--- config.mk ---
export PLATFORM = sky130hd
export DESIGN_NAME = weight_addr_gen_stream_flat
export DESIGN_NICKNAME = d
export VERILOG_FILES = /design/src/rtl/weight_addr_gen_stream_pkg.sv /design/src/rtl/weight_addr_gen_stream_if.sv /design/src/rtl/weight_addr_gen_stream.sv /design/src/flat_wrapper.sv
export SDC_FILE = /design/constraint.sdc
export NUM_CORES = 1
export LEC_CHECK = 0
export CAP_MARGIN = 20
export CORE_UTILIZATION = 45
export DETAILED_ROUTE_END_ITERATION = 16
export PLACE_DENSITY = 0.65
export REMOVE_ABC_BUFFERS = 1
export SETUP_SLACK_MARGIN = 0.02
export SYNTH_ARGS = -nofsm -noshare
export SYNTH_HDL_FRONTEND = slang
export SYNTH_SLANG_ARGS = --single-unit
export TNS_END_PERCENT = 50
--- constraint.sdc ---
create_clock -name clk -period 8.45 [get_ports clk]
set_input_delay 1.69 -clock clk [delete_from_list [all_inputs] [get_ports clk]]
set_output_delay 1.69 -clock clk [all_outputs]
set_load 0.03 [all_outputs]
--- src/rtl/weight_addr_gen_stream_pkg.sv ---
// Shared types and helpers for the weight-address generator.
package weight_agen_pkg;

    typedef enum logic [1:0] {
        IDLE = 2'd0,
        RUN  = 2'd1,
        DONE = 2'd2
    } state_e;

    // LSB position of a lane's address inside the packed addr bus.
    function automatic int unsigned lane_lsb(input int unsigned lane, input int unsigned width);
        return lane * width;
    endfunction

    // Bits needed to hold values 0..max_val.
    function automatic int unsigned width_for(input int unsigned max_val);
        return (max_val < 2) ? 1 : $clog2(max_val + 1);
    endfunction

endpackage

--- src/rtl/weight_addr_gen_stream_if.sv ---
// Beat bus from the address generator to the weight BRAM read ports.
interface weight_addr_gen_stream_if #(
    parameter int unsigned ADDR_W = 12,
    parameter int unsigned LANES  = 2
) ();
    logic [LANES*ADDR_W-1:0] addr;
    logic [LANES-1:0]        lane_en;
    logic                    addr_valid;
    logic                    addr_ready;
    logic                    addr_last;

    modport master (output addr, output lane_en, output addr_valid, output addr_last, input addr_ready);
    modport slave  (input addr, input lane_en, input addr_valid, input addr_last, output addr_ready);
endinterface

--- src/rtl/weight_addr_gen_stream.sv ---
// Walks groups x pixels x window, issuing LANES consecutive weight addresses per beat.
module weight_addr_gen_stream
    import weight_agen_pkg::*;
#(
    parameter int unsigned ADDR_W    = 12,
    parameter int unsigned LANES     = 2,
    parameter int unsigned WORDS_W   = 10,
    parameter int unsigned PIX_W     = 11,
    parameter int unsigned GRP_W     = 4,
    parameter int unsigned BASE_ADDR = 0
) (
    input  logic               clk,
    input  logic               reset,
    input  logic               start,
    input  logic [WORDS_W-1:0] cfg_words,
    input  logic [PIX_W-1:0]   cfg_pixels,
    input  logic [GRP_W-1:0]   cfg_groups,
    weight_addr_gen_stream_if.master bus,
    output logic               busy,
    output logic               done
);

    localparam int unsigned       WC_W    = WORDS_W + 1;
    localparam logic [WC_W-1:0]   LANES_W = WC_W'(LANES);
    localparam logic [ADDR_W-1:0] BASE    = ADDR_W'(BASE_ADDR);

    state_e               state_q, state_d;
    logic [WORDS_W-1:0]   words_q, words_d;
    logic [PIX_W-1:0]     pixels_q, pixels_d;
    logic [GRP_W-1:0]     groups_q, groups_d;
    logic [WC_W-1:0]      word_q, word_d;
    logic [PIX_W-1:0]     pix_q, pix_d;
    logic [GRP_W-1:0]     grp_q, grp_d;
    logic [ADDR_W-1:0]    base_q, base_d;
    logic                 valid_q, valid_d;
    logic                 busy_q, busy_d;
    logic                 done_q, done_d;
    logic                 load, clr;

    logic [LANES*ADDR_W-1:0] addr_q, addr_nxt;
    logic [LANES-1:0]        lane_en_q, lane_en_nxt;
    logic                    last_q, last_nxt;
    logic [WC_W-1:0]         words_ext;

    assign words_ext = {1'b0, words_q};

    // Control state, latched config, beat counters and flags.
    always_ff @(posedge clk or posedge reset) begin
        if (reset) begin
            state_q  <= IDLE;
            words_q  <= '0;
            pixels_q <= '0;
            groups_q <= '0;
            word_q   <= '0;
            pix_q    <= '0;
            grp_q    <= '0;
            base_q   <= '0;
            valid_q  <= 1'b0;
            busy_q   <= 1'b0;
            done_q   <= 1'b0;
        end else begin
            state_q  <= state_d;
            words_q  <= words_d;
            pixels_q <= pixels_d;
            groups_q <= groups_d;
            word_q   <= word_d;
            pix_q    <= pix_d;
            grp_q    <= grp_d;
            base_q   <= base_d;
            valid_q  <= valid_d;
            busy_q   <= busy_d;
            done_q   <= done_d;
        end
    end

    // Next-state: latch config on start, step the window/pixel/group walk on each accepted beat.
    always_comb begin
        state_d  = state_q;
        words_d  = words_q;
        pixels_d = pixels_q;
        groups_d = groups_q;
        word_d   = word_q;
        pix_d    = pix_q;
        grp_d    = grp_q;
        base_d   = base_q;
        valid_d  = valid_q;
        busy_d   = busy_q;
        done_d   = 1'b0;
        load     = 1'b0;
        clr      = 1'b0;
        case (state_q)
            IDLE: begin
                if (start) begin
                    words_d  = cfg_words;
                    pixels_d = cfg_pixels;
                    groups_d = cfg_groups;
                    word_d   = '0;
                    pix_d    = '0;
                    grp_d    = '0;
                    base_d   = '0;
                    busy_d   = 1'b1;
                    if (cfg_words == '0 || cfg_pixels == '0 || cfg_groups == '0)
                        state_d = DONE;
                    else
                        state_d = RUN;
                end
            end
            RUN: begin
                // valid is only low in RUN on the first cycle: register beat 0 from the cleared counters.
                if (!valid_q) begin
                    valid_d = 1'b1;
                    load    = 1'b1;
                end else if (bus.addr_ready) begin
                    if ((word_q + LANES_W) < words_ext) begin
                        word_d = word_q + LANES_W;
                        load   = 1'b1;
                    end else if (pix_q != pixels_q - PIX_W'(1)) begin
                        word_d = '0;
                        pix_d  = pix_q + PIX_W'(1);
                        load   = 1'b1;
                    end else if (grp_q != groups_q - GRP_W'(1)) begin
                        word_d = '0;
                        pix_d  = '0;
                        grp_d  = grp_q + GRP_W'(1);
                        base_d = base_q + ADDR_W'(words_q);
                        load   = 1'b1;
                    end else begin
                        valid_d = 1'b0;
                        clr     = 1'b1;
                        busy_d  = 1'b0;
                        done_d  = 1'b1;
                        state_d = DONE;
                    end
                end
            end
            DONE: begin
                // Empty-config passes arrive here without a pulse yet; emit it before leaving.
                if (done_q) begin
                    state_d = IDLE;
                end else begin
                    done_d = 1'b1;
                    busy_d = 1'b0;
                end
            end
            default: state_d = IDLE;
        endcase
    end

    // Lane address adders and lane mask for the beat being loaded.
    for (genvar i = 0; i < LANES; i++) begin : g_lane
        assign addr_nxt[lane_lsb(i, ADDR_W) +: ADDR_W] = BASE + base_d + ADDR_W'(word_d) + ADDR_W'(i);
        assign lane_en_nxt[i] = (word_d + WC_W'(i)) < words_ext;
    end

    assign last_nxt = ((word_d + LANES_W) >= words_ext) &&
                      (pix_d == pixels_q - PIX_W'(1)) &&
                      (grp_d == groups_q - GRP_W'(1));

    // Beat output registers: hold while stalled, clear after the final beat.
    always_ff @(posedge clk or posedge reset) begin
        if (reset) begin
            addr_q    <= '0;
            lane_en_q <= '0;
            last_q    <= 1'b0;
        end else if (load) begin
            addr_q    <= addr_nxt;
            lane_en_q <= lane_en_nxt;
            last_q    <= last_nxt;
        end else if (clr) begin
            addr_q    <= '0;
            lane_en_q <= '0;
            last_q    <= 1'b0;
        end
    end

    assign bus.addr       = addr_q;
    assign bus.lane_en    = lane_en_q;
    assign bus.addr_valid = valid_q;
    assign bus.addr_last  = last_q;
    assign busy           = busy_q;
    assign done           = done_q;

endmodule

--- src/flat_wrapper.sv ---
// flat-port wrapper written by rule: the top's interface ports become plain ports
module weight_addr_gen_stream_flat import weight_agen_pkg::*;
#(
    parameter int unsigned ADDR_W    = 12,
    parameter int unsigned LANES     = 2,
    parameter int unsigned WORDS_W   = 10,
    parameter int unsigned PIX_W     = 11,
    parameter int unsigned GRP_W     = 4,
    parameter int unsigned BASE_ADDR = 0
)
  (clk, reset, start, cfg_words, cfg_pixels, cfg_groups, busy, done, bus_addr, bus_lane_en, bus_addr_valid, bus_addr_last, bus_addr_ready);
  weight_addr_gen_stream_if #(.ADDR_W(ADDR_W), .LANES(LANES)) bus_i ();
  input  logic clk;
  input  logic reset;
  input  logic start;
  input  logic [WORDS_W-1:0] cfg_words;
  input  logic [PIX_W-1:0] cfg_pixels;
  input  logic [GRP_W-1:0] cfg_groups;
  output logic busy;
  output logic done;
  output wire logic [$bits(bus_i.addr)-1:0] bus_addr;
  output wire logic [$bits(bus_i.lane_en)-1:0] bus_lane_en;
  output wire logic [$bits(bus_i.addr_valid)-1:0] bus_addr_valid;
  output wire logic [$bits(bus_i.addr_last)-1:0] bus_addr_last;
  input wire logic [$bits(bus_i.addr_ready)-1:0] bus_addr_ready;
  assign bus_addr = bus_i.addr;
  assign bus_lane_en = bus_i.lane_en;
  assign bus_addr_valid = bus_i.addr_valid;
  assign bus_addr_last = bus_i.addr_last;
  assign bus_i.addr_ready = bus_addr_ready;
  weight_addr_gen_stream #(.ADDR_W(ADDR_W), .LANES(LANES), .WORDS_W(WORDS_W), .PIX_W(PIX_W), .GRP_W(GRP_W), .BASE_ADDR(BASE_ADDR)) u_core (.clk(clk), .reset(reset), .start(start), .cfg_words(cfg_words), .cfg_pixels(cfg_pixels), .cfg_groups(cfg_groups), .bus(bus_i), .busy(busy), .done(done));
endmodule
==> impl_results.html <==
<table>
<tr><th>Metric</th><th>Value</th></tr>
<tr><th colspan="2">Worst hold path</th></tr>
<tr><td>Hold Path Class</td><td>reg2reg</td></tr>
<tr><td>Endpoint, Worst Hold</td><td>u_core.bus.addr[22]$_DFFE_PP0P_</td></tr>
<tr><td>Number of stages on the worst hold path</td><td>2</td></tr>
<tr><td>Hold path startpoint</td><td>u_core.bus.addr[22]$_DFFE_PP0P_</td></tr>
<tr><th colspan="2">Global route</th></tr>
<tr><td>Number of antenna violations at the first check in global routing</td><td>0</td></tr>
<tr><td>Maximum number of pins on one net before global-route repair</td><td>79</td></tr>
<tr><td>Vias in the first global route</td><td>6426</td></tr>
<tr><td>Global-route usage over all layers</td><td>23.8%</td></tr>
<tr><td>Global-route wire length before repair</td><td>33400 µm</td></tr>
<tr><td>Sum of overflow across all layers after global routing</td><td>0</td></tr>
<tr><th colspan="2">CTS</th></tr>
<tr><td>Clk Latency, worst-skew pair</td><td>0.36 ns</td></tr>
<tr><td>Clock edge transition at the registers on the reported setup and hold paths</td><td>0.07 ns</td></tr>
<tr><td>Root buffer cell</td><td>sky130_fd_sc_hd__clkbuf_16</td></tr>
<tr><td>Post-cts hold buffer count</td><td>0</td></tr>
<tr><td>Total setup buffers inserted after CTS</td><td>0</td></tr>
<tr><td>Post_cts resized</td><td>0</td></tr>
<tr><td>Number of buffers created by CTS</td><td>9</td></tr>
<tr><td>Maximum level of the CTS H-tree</td><td>3</td></tr>
<tr><td>Clock tree from TritonCTS</td><td>yes</td></tr>
<tr><td>Sink count of the clock tree</td><td>95</td></tr>
<tr><td>Bufs on Longest Clock Path</td><td>2</td></tr>
<tr><th colspan="2">Timing</th></tr>
<tr><td>Highest Clock Rate</td><td>144 MHz</td></tr>
<tr><td>Ratio of final minimum period to clock period</td><td>82.5%</td></tr>
<tr><td>Final hold violation count</td><td>0</td></tr>
<tr><td>Time the worst path needs with I/O delays and setup</td><td>6.97 ns</td></tr>
<tr><td>Total Neg Setup Slack</td><td>0 ns</td></tr>
<tr><td>Setup clock skew after layout</td><td>0.00709 ns</td></tr>
<tr><td>Worst Slack Setup Final</td><td>1.48 ns</td></tr>
<tr><td>Slew Viols, Final</td><td>0</td></tr>
<tr><td>Slew HR</td><td>29.8%</td></tr>
<tr><td>Setup repair after global routing missed its margin</td><td>no</td></tr>
<tr><td>Transition at the pin with the smallest max-transition slack</td><td>1.05 ns</td></tr>
<tr><td>Final setup violation count</td><td>0</td></tr>
<tr><th colspan="2">Logic synthesis</th></tr>
<tr><td>Number of synthesized register bits</td><td>95</td></tr>
<tr><td>Top cells by count, synth</td><td>sky130_fd_sc_hd__dfrtp_1 (95), sky130_fd_sc_hd__nand2_1 (94), sky130_fd_sc_hd__ha_1 (71)</td></tr>
<tr><td>Top-area cell type share of the netlist area</td><td>30.4%</td></tr>
<tr><td>Number of warnings printed during yosys synthesis</td><td>0</td></tr>
<tr><td>Prevailing post-synth register cell</td><td>sky130_fd_sc_hd__dfrtp_1</td></tr>
<tr><td>Synthesized netlist cell count</td><td>894</td></tr>
<tr><td>Cell area after technology mapping</td><td>7810 µm²</td></tr>
<tr><td>Synthesized area divided by synthesized cell count</td><td>8.74 µm²</td></tr>
<tr><td>Post-synth ARST share</td><td>100%</td></tr>
<tr><td>Dominant cell by count in the synthesized netlist</td><td>sky130_fd_sc_hd__dfrtp_1</td></tr>
<tr><td>Post-synthesis sequential area ratio</td><td>30.4%</td></tr>
<tr><td>Post-synthesis cell type count</td><td>78</td></tr>
<tr><td>EDFF count, synth</td><td>0</td></tr>
<tr><td>Most area-hungry cell type in the Yosys netlist</td><td>sky130_fd_sc_hd__dfrtp_1</td></tr>
<tr><td>Leading cell types by total area after synthesis</td><td>sky130_fd_sc_hd__dfrtp_1 (30%), sky130_fd_sc_hd__ha_1 (11%), sky130_fd_sc_hd__xnor2_1 (5.5%), sky130_fd_sc_hd__nand2_1 (4.5%), sky130_fd_sc_hd__o21ai_0 (4.1%)</td></tr>
<tr><th colspan="2">Route</th></tr>
<tr><td>Detailed-router iteration count before antenna repair</td><td>6</td></tr>
<tr><td>Routed wire per std cell</td><td>18.0 µm</td></tr>
<tr><td>Routed vias/inst</td><td>5.82</td></tr>
<tr><td>Final wirelength</td><td>20800 µm</td></tr>
<tr><td>Detailed-route via count</td><td>6738</td></tr>
<tr><td>DRC violation total after the first TritonRoute iteration</td><td>471</td></tr>
<tr><td>Antenna Violating Nets Remaining</td><td>0</td></tr>
<tr><td>Count of unresolved DRC violations after routing</td><td>0</td></tr>
<tr><th colspan="2">Setup path</th></tr>
<tr><td>Origin of the critical flop-to-flop path</td><td>u_core.pixels_q[0]$_DFFE_PP0P_</td></tr>
<tr><td>Library cell appearing most often on the critical path</td><td>sky130_fd_sc_hd__o21ai_0</td></tr>
<tr><td>CP peak stage delay</td><td>0.65 ns</td></tr>
<tr><td>Largest fanout on the critical path</td><td>17</td></tr>
<tr><td>Max stage delay cell, worst path</td><td>sky130_fd_sc_hd__o41ai_4</td></tr>
<tr><td>Ordered cell list for the critical path</td><td>inv_1, ha_1, xnor2_1, o211ai_1, a2111oi_0, nand4_1, or3_1, o41ai_4, o21ai_0, o21ai_1, ha_1, o21ai_0, a21boi_0, o21ai_0, a21oi_1, o21a_1, o311ai_0, nand4_1, xor2_1, xnor2_1, a22o_1</td></tr>
<tr><td>R2R Path End</td><td>u_core.bus.addr[23]$_DFFE_PP0P_</td></tr>
<tr><td>Capturing element type of the critical path</td><td>register</td></tr>
<tr><td>Startpoint kind of the worst setup timing path</td><td>register</td></tr>
<tr><td>Data required time at the worst endpoint</td><td>8.70 ns</td></tr>
<tr><td>Kind of critical path</td><td>reg2reg</td></tr>
<tr><td>Data arrival at the endpoint of the critical path</td><td>7.22 ns</td></tr>
<tr><td>R2R depth</td><td>21</td></tr>
<tr><td>Worst R2R Setup Slack</td><td>1.48 ns</td></tr>
<tr><th colspan="2">Floorplanning</th></tr>
<tr><td>Initial cell density of the core</td><td>46.6%</td></tr>
<tr><td>Cell row count</td><td>47</td></tr>
<tr><td>Core area</td><td>16800 µm²</td></tr>
<tr><td>Die H</td><td>134 µm</td></tr>
<tr><td>Die area</td><td>17900 µm²</td></tr>
<tr><td>X dimension of the die</td><td>134 µm</td></tr>
<tr><td>Num ports</td><td>59</td></tr>
<tr><th colspan="2">Run status</th></tr>
<tr><td>Run status</td><td>completed</td></tr>
<tr><th colspan="2">Layout</th></tr>
<tr><td>Post-synthesis to final-layout area growth</td><td>14.0%</td></tr>
<tr><td>Footprint of the flip-flops and latches</td><td>2380 µm²</td></tr>
<tr><td>Footprint of the multi-input gates</td><td>5060 µm²</td></tr>
<tr><td>Final #Nets</td><td>1034</td></tr>
<tr><td>Fill cell count</td><td>1535</td></tr>
<tr><td>Number of inserted diodes</td><td>0</td></tr>
<tr><td>Proportion of layout cells with a drive suffix above 1</td><td>8.11%</td></tr>
<tr><th colspan="2">Place</th></tr>
<tr><td>Placer congestion estimate</td><td>0.869</td></tr>
<tr><td>Setup Slack @ Placement</td><td>1.29 ns</td></tr>
<tr><td>Number of port buffers</td><td>58</td></tr>
<tr><td>Hpwl dp</td><td>15100 µm</td></tr>
<tr><th colspan="2">Power</th></tr>
<tr><td>Peak supply drop</td><td>0.149 mV</td></tr>
<tr><td>Static Leakage</td><td>3.96 nW</td></tr>
<tr><td>Areal power density over the cells</td><td>264 nW/µm²</td></tr>
<tr><th colspan="2">Job</th></tr>
<tr><td>Max Cap Violations</td><td>0</td></tr>
</table>
==> flip-flops by register name, indices dropped and copies added (netlist names), 2 cells and up <==
| register | count |
|---|---|
| u_core.grp_q | 4 |
| u_core.groups_q | 4 |
| u_core.base_q | 12 |
| u_core.word_q | 11 |
| u_core.pix_q | 11 |
| u_core.bus.addr | 24 |
| u_core.state_q | 2 |
| u_core.bus.lane_en | 2 |
| u_core.words_q | 10 |
| u_core.pixels_q | 11 |
==> worst max-delay path by stage <==
stage	startpoint	end	slack, ns	cells after the start
final	u_core.pixels_q[0]$_DFFE_PP0P_	u_core.bus.addr[23]$_DFFE_PP0P_	1.48	21
after global routing	u_core.word_q[2]$_DFF_PP0_	u_core.bus.addr[23]$_DFFE_PP0P_	0.80	24
after CTS	u_core.word_q[2]$_DFF_PP0_	u_core.bus.addr[23]$_DFFE_PP0P_	1.54	24
after detailed placement	bus_addr_ready	u_core.bus.addr[23]$_DFFE_PP0P_	1.29	19
after global placement	bus_addr_ready	u_core.bus.addr[23]$_DFFE_PP0P_	1.55	19
after floorplan	start	u_core.bus.addr[23]$_DFFE_PP0P_	1.65	18
==> critical path: cells and delay by family (launching register included) <==
family,cells,cell delay [ns]
xor+xnor,3,0.90
buf+inv,1,0.08
simple gates,3,1.02
flops,1,0.52
compound gates,12,3.71
fa+ha+maj,2,0.62
==> cell families after synthesis <==
family | share of synthesized area (%)
xor gates and xnor gates | 9.16
adders and majority gates | 11.9
AOI/OAI and AO/OA | 18.9
muxes | 4.92
DFF | 30.4
and+or+nand+nor | 19.8
buffers and inverters | 4.93
==> power by group <==
part / switching [W] / internal, W
registers: 0.000147 / 0.000557
clock network: 0.000190 / 0.000262
logic: 0.000686 / 0.000507
==> layout make-up <==
cell class / instances / share of cell area (%)
clock buffer: 10 / 2.57
clock inverter: 6 / 1.02
inverter: 55 / 2.34
multi-input combinational: 703 / 56.8
sequential: 95 / 26.7
tap: 220 / 3.09
timing repair buffer: 68 / 7.50
==> cell usage in the layout (no fill, tap or decap), types with 26 or more instances in the layout <==
master / n
sky130_fd_sc_hd__nor3_1: 33
sky130_fd_sc_hd__a21oi_1: 35
sky130_fd_sc_hd__mux2_2: 26
sky130_fd_sc_hd__ha_1: 71
sky130_fd_sc_hd__nand3_1: 35
sky130_fd_sc_hd__inv_1: 54
sky130_fd_sc_hd__nand2_1: 94
sky130_fd_sc_hd__dfrtp_1: 95
sky130_fd_sc_hd__o21ai_0: 63
sky130_fd_sc_hd__xnor2_1: 49
sky130_fd_sc_hd__nor2_1: 42
sky130_fd_sc_hd__clkdlybuf4s50_1: 58
==> metrics by stage <==
| stage | util [%] | instances | total power, W | hold slack (ns) | instance area (µm²) |
|---|---|---|---|---|---|
| finish | 53.2 | 1157 | 0.00235 | 0.481 | 8910 |
| global route | 53.2 | 1157 | 0.00251 | 0.505 | 8910 |
| CTS | 53.0 | 1156 | 0.00235 | 0.487 | 8890 |
| detailed placement | 51.1 | 1140 | 0.00189 | 0.471 | 8570 |
| global placement | 51.1 | 1140 | 0.00187 | 0.469 | 8570 |
| floorplan | - | 853 | 0.00153 | 0.476 | 7640 |
==> per-layer routing <==
metal  GRT usage (%)  share of wire [%]  wire length, µm
met1            32.5                 47             9780
met2            38.6                 47             9820
met3            4.08                3.9              807
met4            6.76                1.8              378
met5               0                  0                0
(Power assumes the default switching activity.)
==> RTL change, RTL diff (same settings) <==
Reset style: synchronous (`reset`), changed in 2 clocked blocks.
--- a/src/rtl/weight_addr_gen_stream.sv
+++ b/src/rtl/weight_addr_gen_stream.sv
@@ -45,7 +45,7 @@
     assign words_ext = {1'b0, words_q};
 
     // Control state, latched config, beat counters and flags.
-    always_ff @(posedge clk or posedge reset) begin
+    always_ff @(posedge clk) begin
         if (reset) begin
             state_q  <= IDLE;
             words_q  <= '0;
@@ -157,7 +157,7 @@
                       (grp_d == groups_q - GRP_W'(1));
 
     // Beat output registers: hold while stalled, clear after the final beat.
-    always_ff @(posedge clk or posedge reset) begin
+    always_ff @(posedge clk) begin
         if (reset) begin
             addr_q    <= '0;
             lane_en_q <= '0;
Function: differs if reset is asserted again (counterexample within 4 cycles, from zero or initial values and one cycle with reset high); with reset held inactive, the same outputs for 4 cycles.
==> RTL change against the unedited design <==
Sequential cell count is the same. Worst setup slack lost 0.20 ns. Wire length grew 8.3%. Combinational power shrank 35%. Power shrank 28%. Utilization shrank 1.1 points. Synthesized area grew 2.1%. Final area grew 1.1%.
==> RTL change: results (changes against the unedited design) <==
status finished, final reports clean (unchanged); share of post-route cells with drive strength above 1 4.89% (was 8.11%); DRT iter0 DRCs 715 (was 471); Cells after DPL 1291 (was 1140); mean post-synth cell area 7.54 um^2 (was 8.74 um^2); Slew HR 33.3% (was 29.8%); met2 usage 40.9% (was 38.6%); drt total wl 22500 um (was 20800 um); CP Max Fanout 8 (was 17); first-pass GRT wire length 37200 um (was 33400 um); ys flop type dfxtp_1 (was dfrtp_1); drt wl/cell 17.2 um (was 18.0 um); peak supply drop 170 uV (was 149 uV); nets 1180 (was 1034); Leak 3.48 nW (was 3.96 nW); Arrival @ worst endpoint 7.44 ns (was 7.22 ns); Fillers 1684 (was 1535); Final GP Congestion 0.981 (was 0.869); CP max stage delay 0.76 ns (was 0.65 ns); asr flop ratio synth 0% (was 100%); most frequent cells after synthesis 134 x nand2_1, 95 x dfxtp_1, 89 x a21oi_1 (was 95 x dfrtp_1, 94 x nand2_1, 71 x ha_1); sequential fraction of the synthesis area 23.8% (was 30.4%); ranking of synthesized cells by area dfxtp_1 24%, ha_1 11%, nand2_1 6.3% (was dfrtp_1 30%, ha_1 11%, xnor2_1 5.5%); clk_skew 0.0111 ns (was 0.00709 ns); largest net degree at the start of global routing 56 (was 79); Post-Synth XOR/XNOR Area 8.77% (was 9.16%); compound-gate portion of the synthesized area 22.9% (was 18.9%); post-synthesis adder-cell area fraction 11.6% (was 11.9%)
-- RTL change: critical path, delay by kind of cell, from the launching register on --
kind,cells,cell delay [ns]
simple gates,7,1.38
flops,1,0.47
fa+ha+maj,3,0.88
buf+inv,2,0.28
xor+xnor,2,0.35
compound gates,13,3.71
-- RTL change: area by class of cell --
class | instances | share of cell area, %
flip-flops and latches | 95 | 21.1
clock buffers | 9 | 2.50
clock inverters | 7 | 0.680
well taps | 225 | 3.12
repair buffers | 70 | 7.72
multi-input cells | 846 | 62.5
inverters | 56 | 2.33
-- RTL change: power by group through the flow --
stage                     Combinational [mW]  Clock, mW  Sequential, mW
after floorplan                        0.485          0           0.535
after global placement                 0.736          0           0.532
after detailed placement               0.745          0           0.532
after CTS                              0.751      0.418           0.521
after global routing                   0.848      0.433           0.527
final                                  0.773      0.408           0.522
-- RTL change: path summary, 6_finish.rpt --
check	slack (ns)	depth (start not counted)	startpoint	to
setup reg to reg	1.29	27	u_core.word_q[4]	u_core.bus.addr[23]
setup / recovery	1.29	27	u_core.word_q[4]	u_core.bus.addr[23]
hold / removal	0.47	2	u_core.bus.addr[16]	u_core.bus.addr[16]
hold reg to reg	0.47	2	u_core.bus.addr[16]	u_core.bus.addr[16]
-- RTL change: stage by stage --
step	total power, mW	instance area [um^2]	setup slack [ns]
after floorplan	1.02	7740	1.97
after global placement	1.27	8680	1.35
after detailed placement	1.28	8700	1.28
after CTS	1.69	8980	1.50
after global routing	1.81	9010	0.489
final	1.70	9010	1.29
-- RTL change: routing by layer --
metal,wire length [um],vias to the layer above
met5,0,-
met3,1350,42
met2,9830,265
met4,540,0
met1,10800,3547
li1,-,3859
